[src/rtl/inst_fetch_queue.sv]
// Instruction fetch queue: FIFO of {pc, inst, adel} between the I-cache fetch stage and decode.
// Optional macro FETCH_QUEUE_BYPASS_EN enables a zero-latency pass-through when the queue is empty.
module inst_fetch_queue #(
    parameter int DEPTH = 8
) (
    input  logic                         clk,
    input  logic                         rst,
    input  logic                         flush,
    input  logic                         in_valid,
    output logic                         in_ready,
    input  logic [31:0]                  in_pc,
    input  logic [31:0]                  in_inst,
    input  logic                         in_adel,
    output logic                         out_valid,
    input  logic                         out_ready,
    output logic [31:0]                  out_pc,
    output logic [31:0]                  out_inst,
    output logic                         out_adel,
    output logic [$clog2(DEPTH+1)-1:0]   count
);

    localparam int PW = $clog2(DEPTH);
    localparam int CW = $clog2(DEPTH + 1);
    localparam logic [CW-1:0] FULL_COUNT = CW'(DEPTH);

    logic [31:0]   pc_mem   [DEPTH];
    logic [31:0]   inst_mem [DEPTH];
    logic          adel_mem [DEPTH];

    logic [PW-1:0] head;
    logic [PW-1:0] tail;

    logic          empty;
    logic          full;
    logic          bypass;
    logic          pop;
    logic          push;
    logic          wr_en;
    logic          rd_stored;

    always_comb begin
        empty    = (count == '0);
        full     = (count == FULL_COUNT);
        in_ready = !full;
`ifdef FETCH_QUEUE_BYPASS_EN
        bypass   = empty && in_valid && !flush;
`else
        bypass   = 1'b0;
`endif
        out_valid = !empty || bypass;
        pop       = out_valid && out_ready;
        push      = in_valid && in_ready && !flush;
        // A bypassed entry consumed in the same cycle never lands in storage.
        wr_en     = push && !(bypass && out_ready);
        rd_stored = pop && !empty && !flush;
    end

    // Head entry when occupied, incoming entry when bypassing, zeros otherwise.
    // Address-error entries present a nop so decode never flags invalid-inst.
    always_comb begin
        out_pc   = 32'h0;
        out_inst = 32'h0;
        out_adel = 1'b0;
        if (!empty) begin
            out_pc   = pc_mem[head];
            out_adel = adel_mem[head];
            out_inst = adel_mem[head] ? 32'h0 : inst_mem[head];
        end else if (bypass) begin
            out_pc   = in_pc;
            out_adel = in_adel;
            out_inst = in_adel ? 32'h0 : in_inst;
        end
    end

    always_ff @(posedge clk) begin
        if (wr_en) begin
            pc_mem[tail]   <= in_pc;
            inst_mem[tail] <= in_inst;
            adel_mem[tail] <= in_adel;
        end
    end

    always_ff @(posedge clk or posedge rst) begin
        if (rst) begin
            head  <= '0;
            tail  <= '0;
            count <= '0;
        end else if (flush) begin
            head  <= '0;
            tail  <= '0;
            count <= '0;
        end else begin
            if (wr_en) begin
                tail <= tail + PW'(1);
            end
            if (rd_stored) begin
                head <= head + PW'(1);
            end
            case ({wr_en, rd_stored})
                2'b10:   count <= count + CW'(1);
                2'b01:   count <= count - CW'(1);
                default: count <= count;
            endcase
        end
    end

endmodule
[config.mk]
export PLATFORM = sky130hd
export DESIGN_NAME = inst_fetch_queue
export DESIGN_NICKNAME = d
export VERILOG_FILES = /design/src/rtl/inst_fetch_queue.sv
export SDC_FILE = /design/constraint.sdc
export NUM_CORES = 1
export LEC_CHECK = 0
export BUFFER_PORTS_ARGS = -buffer_cell sky130_fd_sc_hd__buf_2
export CORE_MARGIN = 2
export CORE_UTILIZATION = 40
export DETAILED_ROUTE_END_ITERATION = 8
export MAX_ROUTING_LAYER = met4
export PLACE_DENSITY_LB_ADDON = 0.05
export SETUP_SLACK_MARGIN = 0.4
export SKIP_CTS_REPAIR_TIMING = 1
export SYNTH_ARGS = -nofsm -noshare
export SYNTH_HDL_FRONTEND = slang
export SYNTH_SLANG_ARGS = --single-unit
[constraint.sdc]
create_clock -name clk -period 10.8 [get_ports clk]
set_input_delay 1.62 -clock clk [delete_from_list [all_inputs] [get_ports clk]]
set_output_delay 1.62 -clock clk [all_outputs]
set_load 0.01 [all_outputs]
# Word-level counts from Yosys, hierarchy flattened
# Memory sizes are Yosys's and may differ from the RTL's.
# Index checks and enable logic that the tools add are counted.
# op_classes
eq_ne	3
reduce_logical	12
n_mux	12
n_addsub	4
# op_table
operator	n
2-to-1 mux 32 bit	3
2-to-1 mux 3 bit	4
one-hot mux 4 bit (2 select lines)	1
adder 3 x 1 -> 3 bit (second input constant)	2
logical AND 1 bit	5
adder 4 x 1 -> 4 bit (second input constant)	1
equality test 4 bit (second input constant)	1
zero test 4 bit	1
2-to-1 mux 4 bit	1
nonzero test 2 bit	2
subtractor 4 x 1 -> 4 bit (second input constant)	1
zero test 1 bit	3
2-to-1 mux 1 bit	3
nonzero test 3 bit	1
equality test 2 x 1 -> 1 bit (second input constant)	1
equality test 2 bit (second input constant)	1
# word_totals
register_bits	10
wordCells	37
out_inout_bits	71
mem_count	3
ram_bits	520
# mem_list
memory	depth	width	rd	rd_ports_with_merged_regs	wr	line_no	rtl
inst_mem	8	32	1	0	1	27	logic [31:0] inst_mem [DEPTH];
pc_mem	8	32	1	0	1	26	logic [31:0] pc_mem [DEPTH];
adel_mem	8	1	1	0	1	28	logic adel_mem [DEPTH];

# Depth between registers and ports, before layout
# Gate-level depths: netlist of run 1.
# depth
word_depth	8
depth_mapped	11
mapped_depth_nobuf	10

# Worst setup path after synthesis of run 1
# Ideal clock, no wire load.
# synth_timing
kind	in2reg
start	input in_valid
end	memory adel_mem[0], enable pin
setup_ns	0.648
stages	5
arrival_ns	8.496
setup_slack_ns	1.656
t_required_ns	10.152
cell_sequence	clkbuf_1 > inv_1 > a21oi_2 > nand2b_1 > nor4_1
# synth_between
elab_chain_cells	4
# synth_rtl
item	line_no	rtl
from (decl)	9	input logic in_valid,
logical AND 1 bit (2 in series)	52	push = in_valid && in_ready && !flush;
2-to-1 mux 1 bit	76	if (wr_en) begin
2-to-1 mux 1 bit (not written as such)	79	adel_mem[tail] <= in_adel;
to (decl)	28	
# No other way between the ends.

# Worst setup path in the final report of run 1
# layout_timing
start	register head[0]
end	output out_inst[28]
# layout_between
elab_chain_cells	3
word_cells_on_any_way	4
cone_classes	2 x mux; 2 x memory
# layout_rtl
item	line_no	rtl
from (decl)	30	logic [PW-1:0] head;
from (signal assigned)	97	head <= head + PW'(1);
memory (8 x 32 bit) / memory (8 x 1 bit) (equally long branches)	-	
2-to-1 mux 32 bit (*)	67	out_inst = adel_mem[head] ? 32'h0 : inst_mem[head];
2-to-1 mux 32 bit (*)	64	if (!empty) begin
to (decl)	17	output logic [31:0] out_inst,
# Every way passes the cells marked *; elsewhere a longest branch is shown, timed or not.

==> results of run 1 <==
cell type report:
class	count	area [sq um]
Timing Repair Buffer	161	858.3
Tap cell	680	850.8
Antenna cell	5	12.51
Fill cell	4289	27360
Sequential cell	530	15880
Inverter	3	13.76
Multi-Input combinational cell	336	4405
Clock inverter	28	146.4
Clock buffer	69	1471
cells in the final DEF (no fill, tap or decap), types with 10 or more instances in the layout:
cell type    n
buf_2      140
buf_4       21
clkbuf_1    12
clkbuf_16   57
clkinv_1    15
clkinv_2    12
edfxtp_1   520
mux2i_1     66
mux4_2     130
nand2_1     10
nor2_1      74
sequential cells by signal (all words and copies together) (netlist names):
signal	flops
adel_mem	8
count	4
head	3
inst_mem	256
pc_mem	256
tail	3
how the worst max path moves through the flow:
stage	from	endpoint	slack [ps]	cells after the start
global route	head[0]$_DFFE_PP0P_	out_inst[28]	4870	6
global placement	head[0]$_DFFE_PP0P_	out_inst[0]	5850	6
floorplan	in_valid	adel_mem[0]$_DFFE_PP_	1660	5
finish	head[0]$_DFFE_PP0P_	out_inst[28]	5270	6
detailed placement	head[0]$_DFFE_PP0P_	out_inst[28]	5780	6
CTS	head[0]$_DFFE_PP0P_	out_inst[28]	5120	6
worst max-delay path: cells and delay by family, from the launching register on:
kind	cells	cell delay, ps
buffers and inverters	2	890
muxes	2	810
DFF	1	790
and+or+nand+nor	2	700
kinds of logic after synthesis:
kind of cell | count (synthesis) | share of synthesized area, %
DFF | 530 | 77.29
muxes | 197 | 17.59
and+or+nand+nor | 113 | 2.572
buffers and inverters | 53 | 1.524
AOI/OAI and AO/OA | 13 | 0.3718
xor gates and xnor gates | 7 | 0.2987
adders and majority gates | 6 | 0.3475
stage by stage:
step	setup WS, ps	hold WS [ps]	instance area [sq um]	util [%]
after global placement	5850	555.3	22000	43.16
after global routing	4874	625.4	23640	46.35
after detailed placement	5781	566.3	22000	43.16
after floorplan	1656	533.6	20530	-
after CTS	5116	581.8	23620	46.33
final	5271	579.2	23640	46.35
power by group through the flow:
| stage | Sequential [mW] | Combinational [mW] | Clock [mW] |
|---|---|---|---|
| after global routing | 2.38 | 1.20 | 1.84 |
| after floorplan | 2.38 | 0.805 | 0 |
| after detailed placement | 2.42 | 1.13 | 0 |
| final | 2.37 | 1.08 | 1.71 |
| after global placement | 2.42 | 1.13 | 0 |
| after CTS | 2.38 | 1.13 | 1.76 |
per-layer routing:
metal | up-vias | share of wire (%) | wire [microns] | global-route usage (%)
met3 | 47 | 5.3 | 2317 | 4.298
met2 | 168 | 49 | 21300 | 27.93
met4 | 0 | 1.4 | 618 | 3.488
li1 | 4139 | - | - | -
met5 | - | 0 | 0 | -
met1 | 4927 | 44 | 19430 | 22.21
==> flow_metrics.py, run 1 <==
metrics = {
    "cts": {
        "htreeDepth": 2,
        "cts_tree": "done",
        "clkLatencyLatePin_ps": 590,
        "path_clk_slew_ps": 60,
        "clkSinkCount": 530,
        "cts_inserted_buffers": 55,
        "cts.path.max_buffers": 3,
        "cts-root-buf": "clkbuf_16",
    },
    "hold_path": {
        "holdPathStages": 2,
        "min_path_type": "reg -> reg",
        "min_from": "tail[0]$_DFFE_PP0P_",
        "hold_end": "tail[0]$_DFFE_PP0P_",
    },
    "timing": {
        "rsz0062_at_grt": "no",
        "maxSlewHeadroom_pct": 31.24,
        "post-route-min-period_ps": 5529,
        "slew_violations": 0,
        "period_share_pct": 51.19,
        "hold_viol": 0,
        "fmax_mhz": 180.9,
        "setup_tns_ps": 0,
        "finalSetupViolCount": 0,
        "worstMarginPinSlew_ps": 1031,
        "clock_skew_ps": 7.847,
    },
    "power": {
        "p_total_mw": 5.165,
        "powerDensity_mw_per_mm2": 218.5,
        "ir_drop_v": 0.0001306,
        "clkPwrFrac_pct": 33.1,
        "comb_power_share_pct": 21.0,
        "swShare_pct": 26.71,
        "seqPwrFrac_pct": 45.9,
        "leakagePower_nw": 7.493,
        "p_int_mw": 3.785,
        "switchingPower_mw": 1.379,
    },
    "die": {
        "die_w_microns": 230.5,
        "rows": 83,
        "die_y_microns": 230.5,
        "io_pins": 141,
        "dieArea_sq_mm": 0.05314,
        "core_area_sq_mm": 0.05099,
        "initial_core_util_pct": 40.25,
    },
    "flow_run": {
        "max_cap_viol_count": 0,
    },
    "grt": {
        "grt_max_degree": 65,
        "grt_pass1_vias": 9792,
        "overflow": 0,
        "grt_usage_pct": 17.21,
        "grt_pass1_wl_microns": 64380,
        "antenna_found_initial": 5,
    },
    "setup_path": {
        "r2r-start": "count[1]$_DFFE_PP0P_",
        "worstSetupPathType": "reg -> out",
        "worst-path-max-fanout": 38,
        "cp.arrival_ps": 3910,
        "r2r_cells": 5,
        "crit_chain": "buf_4, mux4_2, mux2i_4, nand2_2, nor2_1, buf_2",
        "cp_slowest_cell": "dfrtp_4",
        "crit_required_ps": 9180,
        "cp-end-kind": "output pin",
        "r2r-end": "inst_mem[2][29]$_DFFE_PP_",
        "r2r_setup_slack_ps": 7330,
        "cp_slowest_stage_delay_ps": 790,
        "startpoint_type": "flip-flop",
    },
    "drt": {
        "drt_iter0_markers": 622,
        "ant_nets": 0,
        "wl_microns": 43670,
        "wl_per_cell_microns": 24.10,
        "drc": 0,
        "drtPass1Iterations": 4,
        "vias": 9281,
        "viasPerCell": 5.122,
    },
    "synth": {
        "ys.flop_type": "edfxtp_1",
        "synthTopCellsByArea": "edfxtp_1, mux4_2, mux2i_1",
        "synthArstFlopShare_pct": 1.887,
        "syn_nets": 993,
        "synth_top_cell_by_area": "edfxtp_1",
        "ys_warn_count": 0,
        "syn-mean-instance-area_sq_um": 22.34,
        "netlist_instances": 919,
        "yosys-top-cells-count": "edfxtp_1, mux4_2, nor2_1",
        "synth_edf_count": 520,
        "yosys.area.top_type_share_pct": 76.07,
        "ys_seq_area_share_pct": 77.29,
        "synthDistinctLibCells": 41,
        "synth_most_common_cell": "edfxtp_1",
        "synth-seq-cells": 530,
        "synth_area_sq_mm": 0.02053,
    },
    "placed_design": {
        "dp_cells": 1710,
        "place_congestion": 0.6980,
        "port_buffers": 140,
        "dp_hpwl_microns": 22190,
    },
    "status": {
        "outcome": "complete, no violations",
    },
    "layout": {
        "stdcell_count": 1812,
        "syn2layout_area_growth_pct": 15.15,
        "drive_gt1_share_pct": 33.98,
        "fin_nets": 1161,
    },
}
Note: power is estimated with default switching activity, not from simulation.
==> run 2: changes to the inputs <==
clock period = 4.6 ns   (was 10.8 ns; I/O delays follow)
==> run 2 against run 1 <==
  * Power is 140% higher
  * Count of clock-buffer cells in the layout stayed put
  * First-iteration DRC count is 8.5% lower
  * Combinational power is 140% higher
  * Sequential power is 130% higher
  * Die area stayed put
  * Wire length is 0.33% higher
==> flow_metrics.py, run 2 (synthesis gave the netlist of run 1 again) <==
metrics = {
    "drt": {
        "wl_microns": 43820,
        "viasPerCell": 5.186,
        "drtPass1Iterations": 4,
        "vias": 9449,
        "wl_per_cell_microns": 24.05,
        "ant_nets": 0,
        "drt_iter0_markers": 569,
        "drc": 0,
    },
    "power": {
        "p_int_mw": 9.075,
        "leakagePower_nw": 7.615,
        "powerDensity_mw_per_mm2": 519.2,
        "clkPwrFrac_pct": 34.5,
        "switchingPower_mw": 3.361,
        "swShare_pct": 27.03,
        "ir_drop_v": 0.0003086,
        "comb_power_share_pct": 21.0,
        "seqPwrFrac_pct": 44.4,
        "p_total_mw": 12.44,
    },
    "cts": {
        "clkLatencyLatePin_ps": 600,
        "path_clk_slew_ps": 60,
        "clkSinkCount": 530,
        "htreeDepth": 2,
        "cts-root-buf": "clkbuf_16",
        "cts_inserted_buffers": 56,
        "cts_tree": "done",
        "cts.path.max_buffers": 3,
    },
    "timing": {
        "holdWs_ps": 93.21,
        "postLayoutSetupSlackWorst_ps": 847.6,
        "clock_skew_ps": 18.23,
        "hold_viol": 0,
        "slew_violations": 0,
        "fmax_mhz": 266.5,
        "post-route-min-period_ps": 3752,
        "setup_tns_ps": 0,
        "worstMarginPinSlew_ps": 938.8,
        "maxSlewHeadroom_pct": 37.26,
        "finalSetupViolCount": 0,
        "period_share_pct": 81.57,
        "rsz0062_at_grt": "no",
    },
    "placed_design": {
        "port_buffers": 140,
        "dp_hpwl_microns": 22860,
        "place_area_sq_mm": 0.02220,
        "pre_cts_slack_ps": 1363,
        "place_congestion": 0.7175,
        "dp_cells": 1713,
    },
    "setup_path": {
        "cp-end-kind": "output pin",
        "cp.arrival_ps": 3060,
        "worst-path-max-fanout": 54,
        "critical-path-top-delay-family": "buffers and inverters",
        "crit_chain": "buf_4, buf_4, mux4_2, mux2i_1, nor2_1, buf_2",
        "startpoint_type": "flip-flop",
        "crit_required_ps": 3910,
        "crit_start": "head[1]$_DFFE_PP0P_",
        "r2r_setup_slack_ps": 1680,
        "path_buf_inv": 3,
        "worstSetupPathType": "reg -> out",
        "cp_slowest_cell": "buf_4",
        "path_common_cell": "buf_4",
        "r2r-start": "count[1]$_DFFE_PP0P_",
        "cp_slowest_stage_delay_ps": 680,
    },
    "layout": {
        "syn2layout_area_growth_pct": 16.71,
        "top_regs": "inst_mem x256, pc_mem x256, adel_mem x8",
        "final_cell_mix": "edfxtp_1, buf_2, mux4_2",
        "final_area_sq_mm": 0.02396,
        "drive_gt1_share_pct": 34.89,
        "fin_nets": 1165,
        "layout_commonest_cell": "edfxtp_1",
        "stdcell_count": 1822,
        "fill_cells": 4307,
        "final_core_util_pct": 46.98,
    },
    "die": {
        "die_y_microns": 230.5,
        "initial_core_util_pct": 40.25,
        "core_area_sq_mm": 0.05099,
        "io_pins": 141,
        "rows": 83,
        "dieArea_sq_mm": 0.05314,
        "die_w_microns": 230.5,
    },
    "flow_run": {
        "max_cap_viol_count": 0,
    },
    "grt": {
        "grt_pass1_wl_microns": 65560,
        "antenna_found_initial": 5,
        "overflow": 0,
        "grt_usage_pct": 17.38,
        "grt_max_degree": 69,
        "grt_pass1_vias": 10060,
    },
    "status": {
        "outcome": "complete, no violations",
    },
    "hold_path": {
        "min_path_type": "in -> async",
    },
}
-- run 2: worst paths after layout --
kind                                                 to  cells past startpoint
max in group asynchronous           head[0]$_DFFE_PP0P_                      2
worst max register to register   pc_mem[3][1]$_DFFE_PP_                      5
worst min register to register      tail[0]$_DFFE_PP0P_                      2
min in group clk                pc_mem[2][25]$_DFFE_PP_                      1
worst min-delay path               count[2]$_DFFE_PP0P_                      2
worst max-delay path                       out_inst[22]                      6
-- run 2: layer usage --
layer	global-route usage, %	up-vias	routed length [microns]
met5	-	-	0
li1	-	4168	-
met3	3.001	69	2013
met2	28.49	191	21840
met1	22.51	5021	19070
met4	4.899	0	893
-- run 2: power groups by stage --
stage | Clock, mW | Sequential [mW] | Combinational (mW)
after CTS | 4.44 | 5.53 | 2.72
after global routing | 4.62 | 5.54 | 2.88
final | 4.30 | 5.53 | 2.61
after floorplan | 0 | 5.59 | 1.89
after global placement | 0 | 5.63 | 2.72
after detailed placement | 0 | 5.63 | 2.72
-- run 2: cell type report --
type	instances	area (sq um)	area share (%)
diodes	4	10.01	0.04178
clock buffers	69	1450	6.053
clock inverters	36	300.3	1.254
inverters	3	13.76	0.05745
multi-input cells	336	4423	18.46
flip-flops and latches	530	15880	66.27
well taps	680	850.8	3.552
repair buffers	164	1031	4.304
-- run 2: worst reg2reg max path, cell delays in order, from the launching register on --
cell and delay, ps:
dfrtp_1 620, nor3_2 130, a21oi_2 360, nand2_1 340
nor2_4 820, buf_12 310
